$ cat src/rtl/game_sequencer_if.sv
// Frog Rank game-sequencer signal bundle: gameplay inputs in, control/display outputs out.
// All outputs are registered by the sequencer; inputs are levels or one-cycle pulses, no backpressure.
interface game_sequencer_if;
  logic       frame_tick;
  logic       start;
  logic       collision;
  logic       goal;
  logic [2:0] state;
  logic       freeze;
  logic       player_reset;
  logic [4:0] speed_car;
  logic [1:0] lives;
  logic [3:0] score_tens;
  logic [3:0] score_ones;
  logic [3:0] led;

  modport master (
    output frame_tick, start, collision, goal,
    input  state, freeze, player_reset, speed_car, lives, score_tens, score_ones, led
  );

  modport slave (
    input  frame_tick, start, collision, goal,
    output state, freeze, player_reset, speed_car, lives, score_tens, score_ones, led
  );
endinterface

$ cat src/rtl/game_sequencer.sv
// Frog Rank game-flow controller: lives, BCD score, car speed, freeze and respawn sequencing.
// Latency 1 cycle from qualifying input to registered outputs; no backpressure, inputs sampled every cycle.
module game_sequencer #(
  parameter int LIVES      = 3,
  parameter int SPEED_INIT = 1,
  parameter int SPEED_STEP = 2,
  parameter int SPEED_MAX  = 31,
  parameter int HIT_FRAMES = 60,
  parameter int LVL_FRAMES = 30
) (
  input  logic              CLK,
  input  logic              RST,
  game_sequencer_if.slave   io
);

  typedef enum logic [2:0] {
    S_IDLE  = 3'd0,
    S_PLAY  = 3'd1,
    S_HIT   = 3'd2,
    S_LVL   = 3'd3,
    S_OVER  = 3'd4
  } state_e;

  localparam logic [1:0] LIVES_INIT = 2'(LIVES);
  localparam logic [4:0] SPD_INIT   = 5'(SPEED_INIT);
  localparam logic [5:0] SPD_STEP   = 6'(SPEED_STEP);
  localparam logic [5:0] SPD_MAX    = 6'(SPEED_MAX);
  localparam logic [7:0] HIT_LAST   = 8'(HIT_FRAMES - 1);
  localparam logic [7:0] LVL_LAST   = 8'(LVL_FRAMES - 1);
  localparam logic [7:0] LOCKOUT    = 8'(HIT_FRAMES);

  state_e     state_q, state_d;
  logic       freeze_q, freeze_d;
  logic       prst_q, prst_d;
  logic       start_q;
  logic [4:0] speed_q, speed_d;
  logic [1:0] lives_q, lives_d;
  logic [3:0] tens_q, tens_d;
  logic [3:0] ones_q, ones_d;
  logic [3:0] led_q, led_d;
  logic [7:0] cnt_q, cnt_d;

  logic       start_edge;
  logic       restart;
  logic [5:0] speed_sum;
  logic [4:0] speed_up;
  logic [3:0] tens_up, ones_up;
  logic [1:0] lives_dn;
  logic [7:0] freeze_last;

  function automatic logic [3:0] led_mask(input logic [1:0] lv, input logic over);
    return {over, lv >= 2'd3, lv >= 2'd2, lv >= 2'd1};
  endfunction

  assign start_edge = io.start & ~start_q;

  // A new game starts from IDLE at once, from GAME_OVER only after the restart lockout.
  assign restart = start_edge &&
                   ((state_q == S_IDLE) || ((state_q == S_OVER) && (cnt_q >= LOCKOUT)));

  assign speed_sum = {1'b0, speed_q} + SPD_STEP;
  assign speed_up  = (speed_sum > SPD_MAX) ? SPD_MAX[4:0] : speed_sum[4:0];
  assign lives_dn  = (lives_q != 2'd0) ? (lives_q - 2'd1) : 2'd0;
  assign freeze_last = (state_q == S_HIT) ? HIT_LAST : LVL_LAST;

  always_comb begin
    tens_up = tens_q;
    ones_up = ones_q;
    if (!((tens_q == 4'd9) && (ones_q == 4'd9))) begin
      if (ones_q == 4'd9) begin
        ones_up = 4'd0;
        tens_up = tens_q + 4'd1;
      end else begin
        ones_up = ones_q + 4'd1;
      end
    end
  end

  always_comb begin
    state_d = state_q;
    prst_d  = 1'b0;
    speed_d = speed_q;
    lives_d = lives_q;
    tens_d  = tens_q;
    ones_d  = ones_q;
    cnt_d   = cnt_q;

    case (state_q)
      S_IDLE: ;
      S_PLAY: begin
        if (io.collision) begin
          lives_d = lives_dn;
          cnt_d   = 8'd0;
          state_d = (lives_dn == 2'd0) ? S_OVER : S_HIT;
        end else if (io.goal) begin
          tens_d  = tens_up;
          ones_d  = ones_up;
          speed_d = speed_up;
          cnt_d   = 8'd0;
          state_d = S_LVL;
        end
      end
      S_HIT, S_LVL: begin
        if (io.frame_tick) begin
          if (cnt_q == freeze_last) begin
            cnt_d   = 8'd0;
            prst_d  = 1'b1;
            state_d = S_PLAY;
          end else begin
            cnt_d = cnt_q + 8'd1;
          end
        end
      end
      S_OVER: begin
        if (io.frame_tick && (cnt_q < LOCKOUT)) begin
          cnt_d = cnt_q + 8'd1;
        end
      end
      default: state_d = S_IDLE;
    endcase

    if (restart) begin
      state_d = S_PLAY;
      prst_d  = 1'b1;
      lives_d = LIVES_INIT;
      tens_d  = 4'd0;
      ones_d  = 4'd0;
      speed_d = SPD_INIT;
      cnt_d   = 8'd0;
    end

    freeze_d = (state_d != S_PLAY);
    led_d    = led_mask(lives_d, state_d == S_OVER);
  end

  always_ff @(posedge CLK or posedge RST) begin
    if (RST) begin
      state_q  <= S_IDLE;
      freeze_q <= 1'b1;
      prst_q   <= 1'b0;
      start_q  <= 1'b0;
      speed_q  <= SPD_INIT;
      lives_q  <= LIVES_INIT;
      tens_q   <= 4'd0;
      ones_q   <= 4'd0;
      cnt_q    <= 8'd0;
      led_q    <= led_mask(LIVES_INIT, 1'b0);
    end else begin
      state_q  <= state_d;
      freeze_q <= freeze_d;
      prst_q   <= prst_d;
      start_q  <= io.start;
      speed_q  <= speed_d;
      lives_q  <= lives_d;
      tens_q   <= tens_d;
      ones_q   <= ones_d;
      cnt_q    <= cnt_d;
      led_q    <= led_d;
    end
  end

  assign io.state        = state_q;
  assign io.freeze       = freeze_q;
  assign io.player_reset = prst_q;
  assign io.speed_car    = speed_q;
  assign io.lives        = lives_q;
  assign io.score_tens   = tens_q;
  assign io.score_ones   = ones_q;
  assign io.led          = led_q;

endmodule
$ cat src/flat_wrapper.sv
// flat-port wrapper written by rule: the top's interface ports become plain ports
module game_sequencer_flat 
#(
  parameter int LIVES      = 3,
  parameter int SPEED_INIT = 1,
  parameter int SPEED_STEP = 2,
  parameter int SPEED_MAX  = 31,
  parameter int HIT_FRAMES = 60,
  parameter int LVL_FRAMES = 30
)
  (CLK, RST, io_frame_tick, io_start, io_collision, io_goal, io_state, io_freeze, io_player_reset, io_speed_car, io_lives, io_score_tens, io_score_ones, io_led);
  game_sequencer_if io_i ();
  input  logic CLK;
  input  logic RST;
  input wire logic [$bits(io_i.frame_tick)-1:0] io_frame_tick;
  input wire logic [$bits(io_i.start)-1:0] io_start;
  input wire logic [$bits(io_i.collision)-1:0] io_collision;
  input wire logic [$bits(io_i.goal)-1:0] io_goal;
  output wire logic [$bits(io_i.state)-1:0] io_state;
  output wire logic [$bits(io_i.freeze)-1:0] io_freeze;
  output wire logic [$bits(io_i.player_reset)-1:0] io_player_reset;
  output wire logic [$bits(io_i.speed_car)-1:0] io_speed_car;
  output wire logic [$bits(io_i.lives)-1:0] io_lives;
  output wire logic [$bits(io_i.score_tens)-1:0] io_score_tens;
  output wire logic [$bits(io_i.score_ones)-1:0] io_score_ones;
  output wire logic [$bits(io_i.led)-1:0] io_led;
  assign io_i.frame_tick = io_frame_tick;
  assign io_i.start = io_start;
  assign io_i.collision = io_collision;
  assign io_i.goal = io_goal;
  assign io_state = io_i.state;
  assign io_freeze = io_i.freeze;
  assign io_player_reset = io_i.player_reset;
  assign io_speed_car = io_i.speed_car;
  assign io_lives = io_i.lives;
  assign io_score_tens = io_i.score_tens;
  assign io_score_ones = io_i.score_ones;
  assign io_led = io_i.led;
  game_sequencer #(.LIVES(LIVES), .SPEED_INIT(SPEED_INIT), .SPEED_STEP(SPEED_STEP), .SPEED_MAX(SPEED_MAX), .HIT_FRAMES(HIT_FRAMES), .LVL_FRAMES(LVL_FRAMES)) u_core (.CLK(CLK), .RST(RST), .io(io_i));
endmodule
$ cat config.mk
export PLATFORM = sky130hd
export DESIGN_NAME = game_sequencer_flat
export DESIGN_NICKNAME = d
export VERILOG_FILES = /design/src/rtl/game_sequencer_if.sv /design/src/rtl/game_sequencer.sv /design/src/flat_wrapper.sv
export SDC_FILE = /design/constraint.sdc
export NUM_CORES = 1
export LEC_CHECK = 0
export ABC_AREA = 1
export CORE_AREA = 4 4 62 64
export CTS_BUF_LIST = sky130_fd_sc_hd__clkbuf_4
export CTS_CLUSTER_DIAMETER = 30
export DETAILED_ROUTE_END_ITERATION = 6
export DIE_AREA = 0 0 66 68
export HOLD_SLACK_MARGIN = 0.15
export PLACE_DENSITY_LB_ADDON = 0.05
export SETUP_SLACK_MARGIN = 0.4
export SYNTH_ARGS = -nofsm -noshare
export SYNTH_HDL_FRONTEND = slang
export SYNTH_SLANG_ARGS = --single-unit
$ cat constraint.sdc
create_clock -name CLK -period 3.6 [get_ports CLK]
set_input_delay 0.54 -clock CLK [delete_from_list [all_inputs] [get_ports CLK]]
set_output_delay 0.54 -clock CLK [all_outputs]
set_load 0.03 [all_outputs]
==> impl_metrics.tcl, run 1 <==
set metrics [dict create \
    clkTransAtPathRegs_ps 100 \
    nNetsFinal 290 \
    cts_sinks 32 \
    overflow 0 \
    synth_nets 255 \
    tightest_slew_ps 1027 \
    timing.setup.tns_ps 0 \
    cts_max_path_buffers 2 \
    crit_path_end_kind "output pin" \
    diodes 0 \
    clock.fmax_mhz 468.9 \
    synthCells 242 \
    synth_edf_count 0 \
    critPathMaxFanout 5 \
    rsz0062_at_grt "no" \
    start_util_pct 57.64 \
    max_stage_delay_ps 680 \
    die-width_um 66 \
    grt_max_degree 29 \
    vdd_drop_max_mv 0.5001 \
    num_io_pins 30 \
    synth-seq-cells 32 \
    routedWlPerCell_um 11.99 \
    yosys_warnings 0 \
    cts_tree "yes" \
    cts-root-buf "clkbuf_4" \
    drc 0 \
    fill_cells 267 \
    final_cell_mix "nand2_1, inv_1, clkdlybuf4s50_1" \
    core_um2 3284 \
    power_density_nw_per_um2 685.1 \
    io_buffer_count 29 \
    cts_buffers 5 \
    antenna_found_initial 0 \
    grt_pass1_vias 1592 \
    slew_headroom_pct 31.48 \
    final_common_cell "nand2_1" \
    h-tree-depth 2 \
    synthArstFlopShare_pct 100.0 \
    drv_cap 0 \
    ys.flop_type "dfrtp_1" \
    drive_gt1_share_pct 12.23 \
    finalMaxSlewViolations 0 \
    die_area_um2 4488 \
    cts_hold_buf 0 \
    slowest_stage "clkdlybuf4s50_1" \
    yosysSeqAreaShare_pct 42.70 \
    crit_type "register to output pin" \
    syn_avg_cell_area_um2 7.823 \
    post-route-util_pct 70.44 \
    netlist_area_um2 1893 \
    drtIter0Drc 128 \
    grt_pass1_wl_mm 6.858 \
    drtAntennaViolNets 0 \
    die_h_um 68 \
    finalHoldViolations 0 \
    finalSetupViolations 0 \
    leakagePower_nw 1.133 \
    cp_data_required_time_ps 3060 \
    crit_buf_inv 1 \
    drt_wl_total_mm 3.884 \
    period_minus_slack_ps 2133 \
    core.rowCount 21 \
    grt-busiest-layer "met2" \
    area_growth_syn_to_layout_pct 22.21 \
    post-route-period-util_pct 59.24 \
    crit_path_start_kind "register" \
    arrival_ps 1590 \
    use_met3_pct 5.583 \
    clk_latency_ps 340 \
    vias 1661 \
    ys_types 34 \
    hold_path.class "register to register" \
    finClkSkew_ps 9.065 \
    grt_use_met2_pct 32.29 \
    cpLargestDelayFamily "buffers and inverters" \
    dr.pass1.iters 4 \
    vias_per_cell 5.127 \
    groute.usage.overall_pct 20.04 \
    worstPathCellList "clkdlybuf4s50_1" \
    status "complete, no violations" \
    post_cts_buffers 0 \
    dp_hpwl_mm 2.906 \
    post_cts_resized 0 \
    grt_use_met1_pct 26.06 \
    gp_congestion 0.8583 \
]
## logic make-up after synthesis
family	Yosys count	share of synthesized area, %
buffers and inverters	40	8.394
xor gates and xnor gates	4	1.851
adders and majority gates	7	4.626
and+or+nand+nor	126	32.45
DFF	32	42.70
AOI/OAI and AO/OA	33	9.981
## final timing paths
kind,startpoint,end,slack [ps],cells after the start
min reg2reg,u_core.io.score_tens[3]$_DFFE_PP0P_,u_core.io.score_tens[3]$_DFFE_PP0P_,540,2
max in group asynchronous,RST,u_core.io.lives[0]$_DFF_PP1_,2110,3
min,u_core.io.score_tens[3]$_DFFE_PP0P_,u_core.io.score_tens[3]$_DFFE_PP0P_,540,2
max reg2reg,u_core.io.score_ones[1]$_DFFE_PP0P_,u_core.io.score_ones[2]$_DFFE_PP0P_,1930,10
min in group asynchronous,RST,u_core.io.speed_car[2]$_DFFE_PP0P_,750,2
max,u_core.io.led[1]$_DFF_PP1_,io_led[1],1470,1
## cells in the mapped netlist, types with 2 or more instances
cell | instances | area [µm²]
nand2_1 | 57 | 214.0
inv_1 | 31 | 116.4
dfrtp_1 | 26 | 650.6
nand3_1 | 23 | 115.1
nor2_1 | 20 | 75.07
a21oi_1 | 11 | 55.05
o21ai_0 | 11 | 55.05
ha_1 | 7 | 87.58
dfstp_2 | 6 | 157.7
inv_2 | 5 | 18.77
nor3_1 | 5 | 25.02
nand2_4 | 4 | 45.04
nand4_1 | 4 | 25.02
o21ai_1 | 4 | 20.02
nor2_2 | 3 | 18.77
xor2_1 | 3 | 26.28
buf_2 | 2 | 10.01
nand3_2 | 2 | 20.02
nand3b_1 | 2 | 15.01
or2_1 | 2 | 12.51
## power by group
| part | internal, mW | total (mW) | switching (mW) |
|---|---|---|---|
| clock | 0.142 | 0.264 | 0.122 |
| sequential | 0.472 | 0.580 | 0.108 |
| combinational | 0.278 | 0.741 | 0.462 |
| total | 0.892 | 1.58 | 0.693 |
## per-layer routing
| layer | vias up | part of all wire, % |
|---|---|---|
| li1 | 854 | - |
| met1 | 760 | 48 |
| met2 | 40 | 45 |
| met3 | 7 | 4.5 |
| met4 | 0 | 1.8 |
| met5 | - | 0 |
## per-stage QoR
step                area [µm²]  total power [mW]  hold slack (ps)  worst slack [ps]  instances
floorplan                 1893             1.070            508.4              1990        242
global placement          2238             1.318            517.4              1572        316
detailed placement        2238             1.322            512.7              1513        316
CTS                       2313             1.594            539.1              1452        324
global route              2313             1.700            574.0              1426        324
finish                    2313             1.585            537.9              1467        324
## layout make-up
| type | instances | area (µm²) | share of cell area, % |
|---|---|---|---|
| clock buffers | 5 | 37.54 | 1.622 |
| clock inverters | 3 | 37.54 | 1.622 |
| inverters | 37 | 141.4 | 6.111 |
| multi-input cells | 170 | 925.9 | 40.02 |
| flip-flops and latches | 32 | 808.3 | 34.94 |
| well taps | 46 | 57.56 | 2.488 |
| repair buffers | 31 | 305.3 | 13.20 |
## flip-flops by register name, indices dropped and copies added, names as in the netlist
| name | cells |
|---|---|
| u_core.cnt_q | 8 |
| u_core.io.speed_car | 5 |
| u_core.io.led | 4 |
| u_core.io.score_ones | 4 |
| u_core.io.score_tens | 4 |
| u_core.io.state | 3 |
| u_core.io.freeze | 1 |
| u_core.io.lives | 1 |
| u_core.io.player_reset | 1 |
| u_core.start_q | 1 |
Power figures use the tool's default switching activity.
==> inputs of run 2 (changes only) <==
--- a/config.mk
+++ b/config.mk
@@ -6,11 +6,11 @@
 export NUM_CORES = 1
 export LEC_CHECK = 0
 export ABC_AREA = 1
-export CORE_AREA = 4 4 62 64
+export CORE_AREA = 4 4 67 69
 export CTS_BUF_LIST = sky130_fd_sc_hd__clkbuf_4
 export CTS_CLUSTER_DIAMETER = 30
 export DETAILED_ROUTE_END_ITERATION = 6
-export DIE_AREA = 0 0 66 68
+export DIE_AREA = 0 0 71 73
 export HOLD_SLACK_MARGIN = 0.15
 export PLACE_DENSITY_LB_ADDON = 0.05
 export SETUP_SLACK_MARGIN = 0.4
==> constraint.sdc (replaced) <==
create_clock -name CLK -period 1.8 [get_ports CLK]
set_input_delay 0.27 -clock CLK [delete_from_list [all_inputs] [get_ports CLK]]
set_output_delay 0.27 -clock CLK [all_outputs]
set_load 0.03 [all_outputs]
==> impl_metrics.tcl, run 2 (synthesis gave the netlist of run 1 again) <==
set metrics [dict create \
    clkTransAtPathRegs_ps 110 \
    start_util_pct 48.37 \
    clockPowerShare_pct 11.2 \
    cts_buffers 5 \
    worst_slack_ps 330.6 \
    use_met3_pct 4.270 \
    core_um2 3914 \
    top_register "u_core.cnt_q" \
    power_density_nw_per_um2 1304 \
    drive_gt1_share_pct 43.13 \
    p_sw_share_pct 47.00 \
    grt_use_met1_pct 26.04 \
    startpoint "u_core.io.state[2]$_DFF_PP0_" \
    timing.setup.tns_ps 0 \
    final_common_cell "nand2_1" \
    dp_slack_ps 32.65 \
    grt_max_degree 33 \
    seq_power_share_pct 32.5 \
    tightest_slew_ps 410.2 \
    drc 0 \
    cts_tree "yes" \
    reg2reg_depth 10 \
    crit_type "register to output pin" \
    drv_cap 0 \
    crit_path_start_kind "register" \
    p_comb_share_pct 56.3 \
    finalHoldViolations 0 \
    clk_latency_ps 340 \
    rsz0062_at_grt "yes" \
    finClkSkew_ps 17.29 \
    post-route-period-util_pct 81.63 \
    routedWlPerCell_um 14.53 \
    finalSetupViolations 0 \
    grt_pass1_vias 1822 \
    grt_use_met2_pct 34.40 \
    crit_path_end_kind "output pin" \
    groute.usage.overall_pct 20.58 \
    grt-busiest-layer "met2" \
    period_minus_slack_ps 1469 \
    vias 1863 \
    clock.fmax_mhz 680.6 \
    cts_max_path_buffers 2 \
    p_int_mw 1.927 \
    dp_hpwl_mm 3.029 \
    overflow 0 \
    fill_cells 304 \
    slew_headroom_pct 72.65 \
    status "complete, no violations" \
    cts-root-buf "clkbuf_4" \
    cts_hold_buf 0 \
    nNetsFinal 325 \
    vias_per_cell 5.132 \
    largest_reg_flops 8 \
    h-tree-depth 2 \
    hold_path.class "primary input to async pin" \
    cp_data_required_time_ps 1530 \
    leakagePower_nw 1.332 \
    gp_congestion 0.8375 \
    finalMaxSlewViolations 0 \
    num_io_pins 30 \
    cts_sinks 32 \
    hold_slack_ps 298.0 \
    io_buffer_count 29 \
    die-width_um 71 \
    drt_wl_total_mm 5.274 \
    switchingPower_mw 1.709 \
    r2r-start "u_core.io.state[2]$_DFF_PP0_" \
    diodes 0 \
    drtIter0Drc 184 \
    vdd_drop_max_mv 0.7999 \
    area_growth_syn_to_layout_pct 47.26 \
    dr.pass1.iters 4 \
    final_cell_mix "nand2_1, buf_4, inv_1" \
    die_h_um 73 \
    arrival_ps 1200 \
    core.rowCount 23 \
    drtAntennaViolNets 0 \
    antenna_found_initial 0 \
    grt_pass1_wl_mm 8.424 \
    die_area_um2 5183 \
    critPathMaxFanout 4 \
]
run 2: changes by cell type in the layout (fill, tap and decap cells not counted), sizes merged:
cell / before / now
buf: 2 / 44
bufinv: 1 / 0
clkbuf: 5 / 9
clkdlybuf4s15: 0 / 10
clkdlybuf4s50: 29 / 5
dlygate4sd2: 0 / 2
nand2: 62 / 63
o21ai: 16 / 17
run 2: final cells by class:
type	instances	area, µm²	share of cell area (%)
Inverter	37	161.4	5.790
Clock inverter	2	7.507	0.2693
Sequential cell	32	822.0	29.49
Timing Repair Buffer	64	536.8	19.25
Clock buffer	6	45.04	1.616
Tap cell	50	62.56	2.244
Multi-Input combinational cell	172	1152	41.34
run 2: layer usage:
metal | vias to the layer above | wire length (µm)
met1 | 876 | 2231
met3 | 13 | 218
met4 | 0 | 132
li1 | 918 | -
met5 | - | 0
met2 | 56 | 2691
run 2: power by group through the flow:
| stage | Sequential, mW | Combinational (mW) | Clock, mW |
|---|---|---|---|
| after floorplan | 1.46 | 0.739 | 0 |
| after global placement | 1.19 | 1.53 | 0 |
| after detailed placement | 1.20 | 1.53 | 0 |
| after CTS | 1.16 | 1.80 | 0.423 |
| after global routing | 1.21 | 2.20 | 0.455 |
| final | 1.18 | 2.05 | 0.409 |
run 2: timing repair:
item | in CTS | in global routing
buffers inserted | 22 | 10
endpoints found under the setup margin | 49 | 38
resized for setup | 106 | 57
pin swaps | 10 | 16
cloned | 2 | 0
run 2: worst paths after layout:
check	end	slack (ps)
hold / removal	u_core.cnt_q[4]$_DFFE_PP0P_	300
min in group CLK	u_core.start_q$_DFF_PP0_	410
max in group asynchronous	u_core.io.led[1]$_DFF_PP1_	1150
hold reg to reg	u_core.io.speed_car[0]$_DFFE_PP1P_	530
setup / recovery	io_state[2]	330
setup reg to reg	u_core.io.score_tens[3]$_DFFE_PP0P_	340
run 2: worst max-delay path: stages, from the launching register on:
cell and delay [ps]:
dfrtp_2 450, buf_4 150, clkdlybuf4s15_2 270
run 2: metrics by stage:
step                instances  util (%)  instance area, µm²  total power, mW
floorplan                 242         -                1927            2.201
global placement          321     58.38                2285            2.719
detailed placement        321     58.38                2285            2.724
CTS                       353     66.59                2606            3.375
global route              363     71.23                2788            3.871
finish                    363     71.23                2788            3.635
==> inputs of run 3 (changes only) <==
--- a/config.mk
+++ b/config.mk
@@ -6,11 +6,11 @@
 export NUM_CORES = 1
 export LEC_CHECK = 0
 export ABC_AREA = 1
-export CORE_AREA = 4 4 67 69
+export CORE_AREA = 4 4 64 66
 export CTS_BUF_LIST = sky130_fd_sc_hd__clkbuf_4
 export CTS_CLUSTER_DIAMETER = 30
 export DETAILED_ROUTE_END_ITERATION = 6
-export DIE_AREA = 0 0 71 73
+export DIE_AREA = 0 0 68 70
 export HOLD_SLACK_MARGIN = 0.15
 export PLACE_DENSITY_LB_ADDON = 0.05
 export SETUP_SLACK_MARGIN = 0.4
==> constraint.sdc (replaced) <==
create_clock -name CLK -period 1.37 [get_ports CLK]
set_input_delay 0.2055 -clock CLK [delete_from_list [all_inputs] [get_ports CLK]]
set_output_delay 0.2055 -clock CLK [all_outputs]
set_load 0.03 [all_outputs]
==> impl_metrics.tcl, run 3 (synthesis gave the netlist of run 1 again) <==
set metrics [dict create \
    clkTransAtPathRegs_ps 100 \
    leakagePower_nw 1.505 \
    cts_sinks 32 \
    vdd_drop_max_mv 1.169 \
    hold_path.class "primary input to async pin" \
    nNetsFinal 349 \
    finalHoldViolations 0 \
    grt_max_degree 33 \
    cts-root-buf "clkbuf_4" \
    cp_data_required_time_ps 1610 \
    critPathMaxFanout 3 \
    period_minus_slack_ps 1493 \
    dp_hpwl_mm 3.314 \
    power_density_nw_per_um2 1746 \
    top_register "u_core.cnt_q" \
    drive_gt1_share_pct 45.99 \
    crit_type "register to register" \
    crit_path_end_kind "register" \
    finalMaxSlewViolations 0 \
    worst_slack_ps -123.1 \
    vias_per_cell 5.208 \
    drtIter0Drc 125 \
    area_growth_syn_to_layout_pct 60.61 \
    cts_buffers 5 \
    cts_max_path_buffers 2 \
    antenna_found_initial 0 \
    core_um2 3578 \
    grt_pass1_vias 1848 \
    cts_tree "yes" \
    drtAntennaViolNets 0 \
    arrival_ps 1730 \
    dr.pass1.iters 4 \
    io_buffer_count 29 \
    start_util_pct 52.90 \
    drv_cap 0 \
    num_io_pins 30 \
    die_area_um2 4760 \
    fill_cells 203 \
    drc 0 \
    clk_latency_ps 340 \
    vias 2005 \
    multi_input_area_um2 1137 \
    finalInstanceArea_um2 3040 \
    overflow 0 \
    violations "setup timing" \
    slew_headroom_pct 80.39 \
    regArea_um2 820.8 \
    post-route-util_pct 84.97 \
    slowest_stage "dfrtp_2" \
    p_total_mw 5.308 \
    drt_wl_total_mm 5.311 \
    final_common_cell "buf_4" \
    diodes 0 \
    timing.setup.tns_ps -1051 \
    die-width_um 68 \
    groute.usage.overall_pct 22.19 \
    core.rowCount 22 \
    clock.fmax_mhz 669.7 \
    worstPathCellList "buf_6 -> nand3_4 -> inv_4 -> buf_4 -> buf_4 -> buf_6 -> nand2_2 -> o21a_1 -> inv_1" \
    routedWlPerCell_um 13.79 \
    die_h_um 70 \
    final_cell_mix "buf_4, nand2_1, buf_6" \
    post-route-period-util_pct 109.0 \
    gp_congestion 0.9031 \
    finalSetupViolations 24 \
    crit_path_start_kind "register" \
    dp_slack_ps -319.4 \
    max_stage_delay_ps 460 \
    post_dp_cell_area_um2 2515 \
    grt_pass1_wl_mm 8.031 \
    largest_reg_flops 8 \
    tightest_slew_ps 291.1 \
    h-tree-depth 2 \
    rsz0062_at_grt "yes" \
    finClkSkew_ps 10.90 \
    status "finished, violations left" \
]
-- run 3: through the flow --
stage          hold slack, ps  instances
3_3_place_gp            511.2        348
4_1_cts                 192.1        371
6_report                190.6        385
2_1_floorplan           236.9        242
5_1_grt                 195.1        385
3_5_place_dp            523.3        348
-- run 3: power breakdown --
group          switching, mW  internal, mW  total [mW]  leakage [nW]
clock network          0.331         0.210       0.541        0.0307
registers              0.292          1.26        1.55         0.397
logic                   1.73          1.49        3.21          1.08
-- run 3: layout make-up --
| class | count | area share, % |
|---|---|---|
| clock inverter | 2 | 0.2469 |
| timing repair buffer | 89 | 26.50 |
| clock buffer | 6 | 1.481 |
| sequential | 32 | 27.00 |
| inverter | 37 | 5.391 |
| tap | 48 | 1.975 |
| multi-input combinational | 171 | 37.41 |
-- run 3: critical path, delay by kind of cell, from the launching register on --
family / cells / cell delay [ps]
AOI/OAI and AO/OA: 1 / 160
buffers and inverters: 6 / 590
DFF: 1 / 460
and+or+nand+nor: 2 / 160
-- run 3: path summary, 6_finish.rpt --
check / cells after the start / slack, ps / to / from
max: 9 / -120 / u_core.io.state[1]$_DFF_PP0_ / u_core.io.state[0]$_DFF_PP0_
min: 3 / 190 / u_core.cnt_q[5]$_DFFE_PP0P_ / RST
max reg2reg: 9 / -120 / u_core.io.state[1]$_DFF_PP0_ / u_core.io.state[0]$_DFF_PP0_
min reg2reg: 2 / 580 / u_core.cnt_q[5]$_DFFE_PP0P_ / u_core.cnt_q[5]$_DFFE_PP0P_
max in group asynchronous: 3 / 930 / u_core.io.freeze$_DFF_PP1_ / RST
min in group CLK: 1 / 360 / u_core.start_q$_DFF_PP0_ / io_start
-- run 3: metal layers --
| metal | share of wire, % | global-route usage (%) | wire (µm) | vias to the layer above |
|---|---|---|---|---|
| met5 | 0 | 0 | 0 | - |
| met4 | 2.2 | 8.168 | 115 | 0 |
| li1 | - | - | - | 971 |
| met3 | 5.8 | 6.431 | 310 | 14 |
| met1 | 43 | 28.62 | 2267 | 952 |
| met2 | 49 | 34.69 | 2618 | 68 |
-- run 3: repair_timing --
| action | 4_1_cts | 5_1_grt |
|---|---|---|
| pin swaps | 1 | 12 |
| hold buffers | 0 | 0 |
| gates cloned | 1 | 0 |
| endpoints found under the hold margin | 0 | 0 |
| setup endpoints to repair | 55 | 55 |
| gates resized for setup | 115 | 63 |
| setup buffers | 14 | 14 |
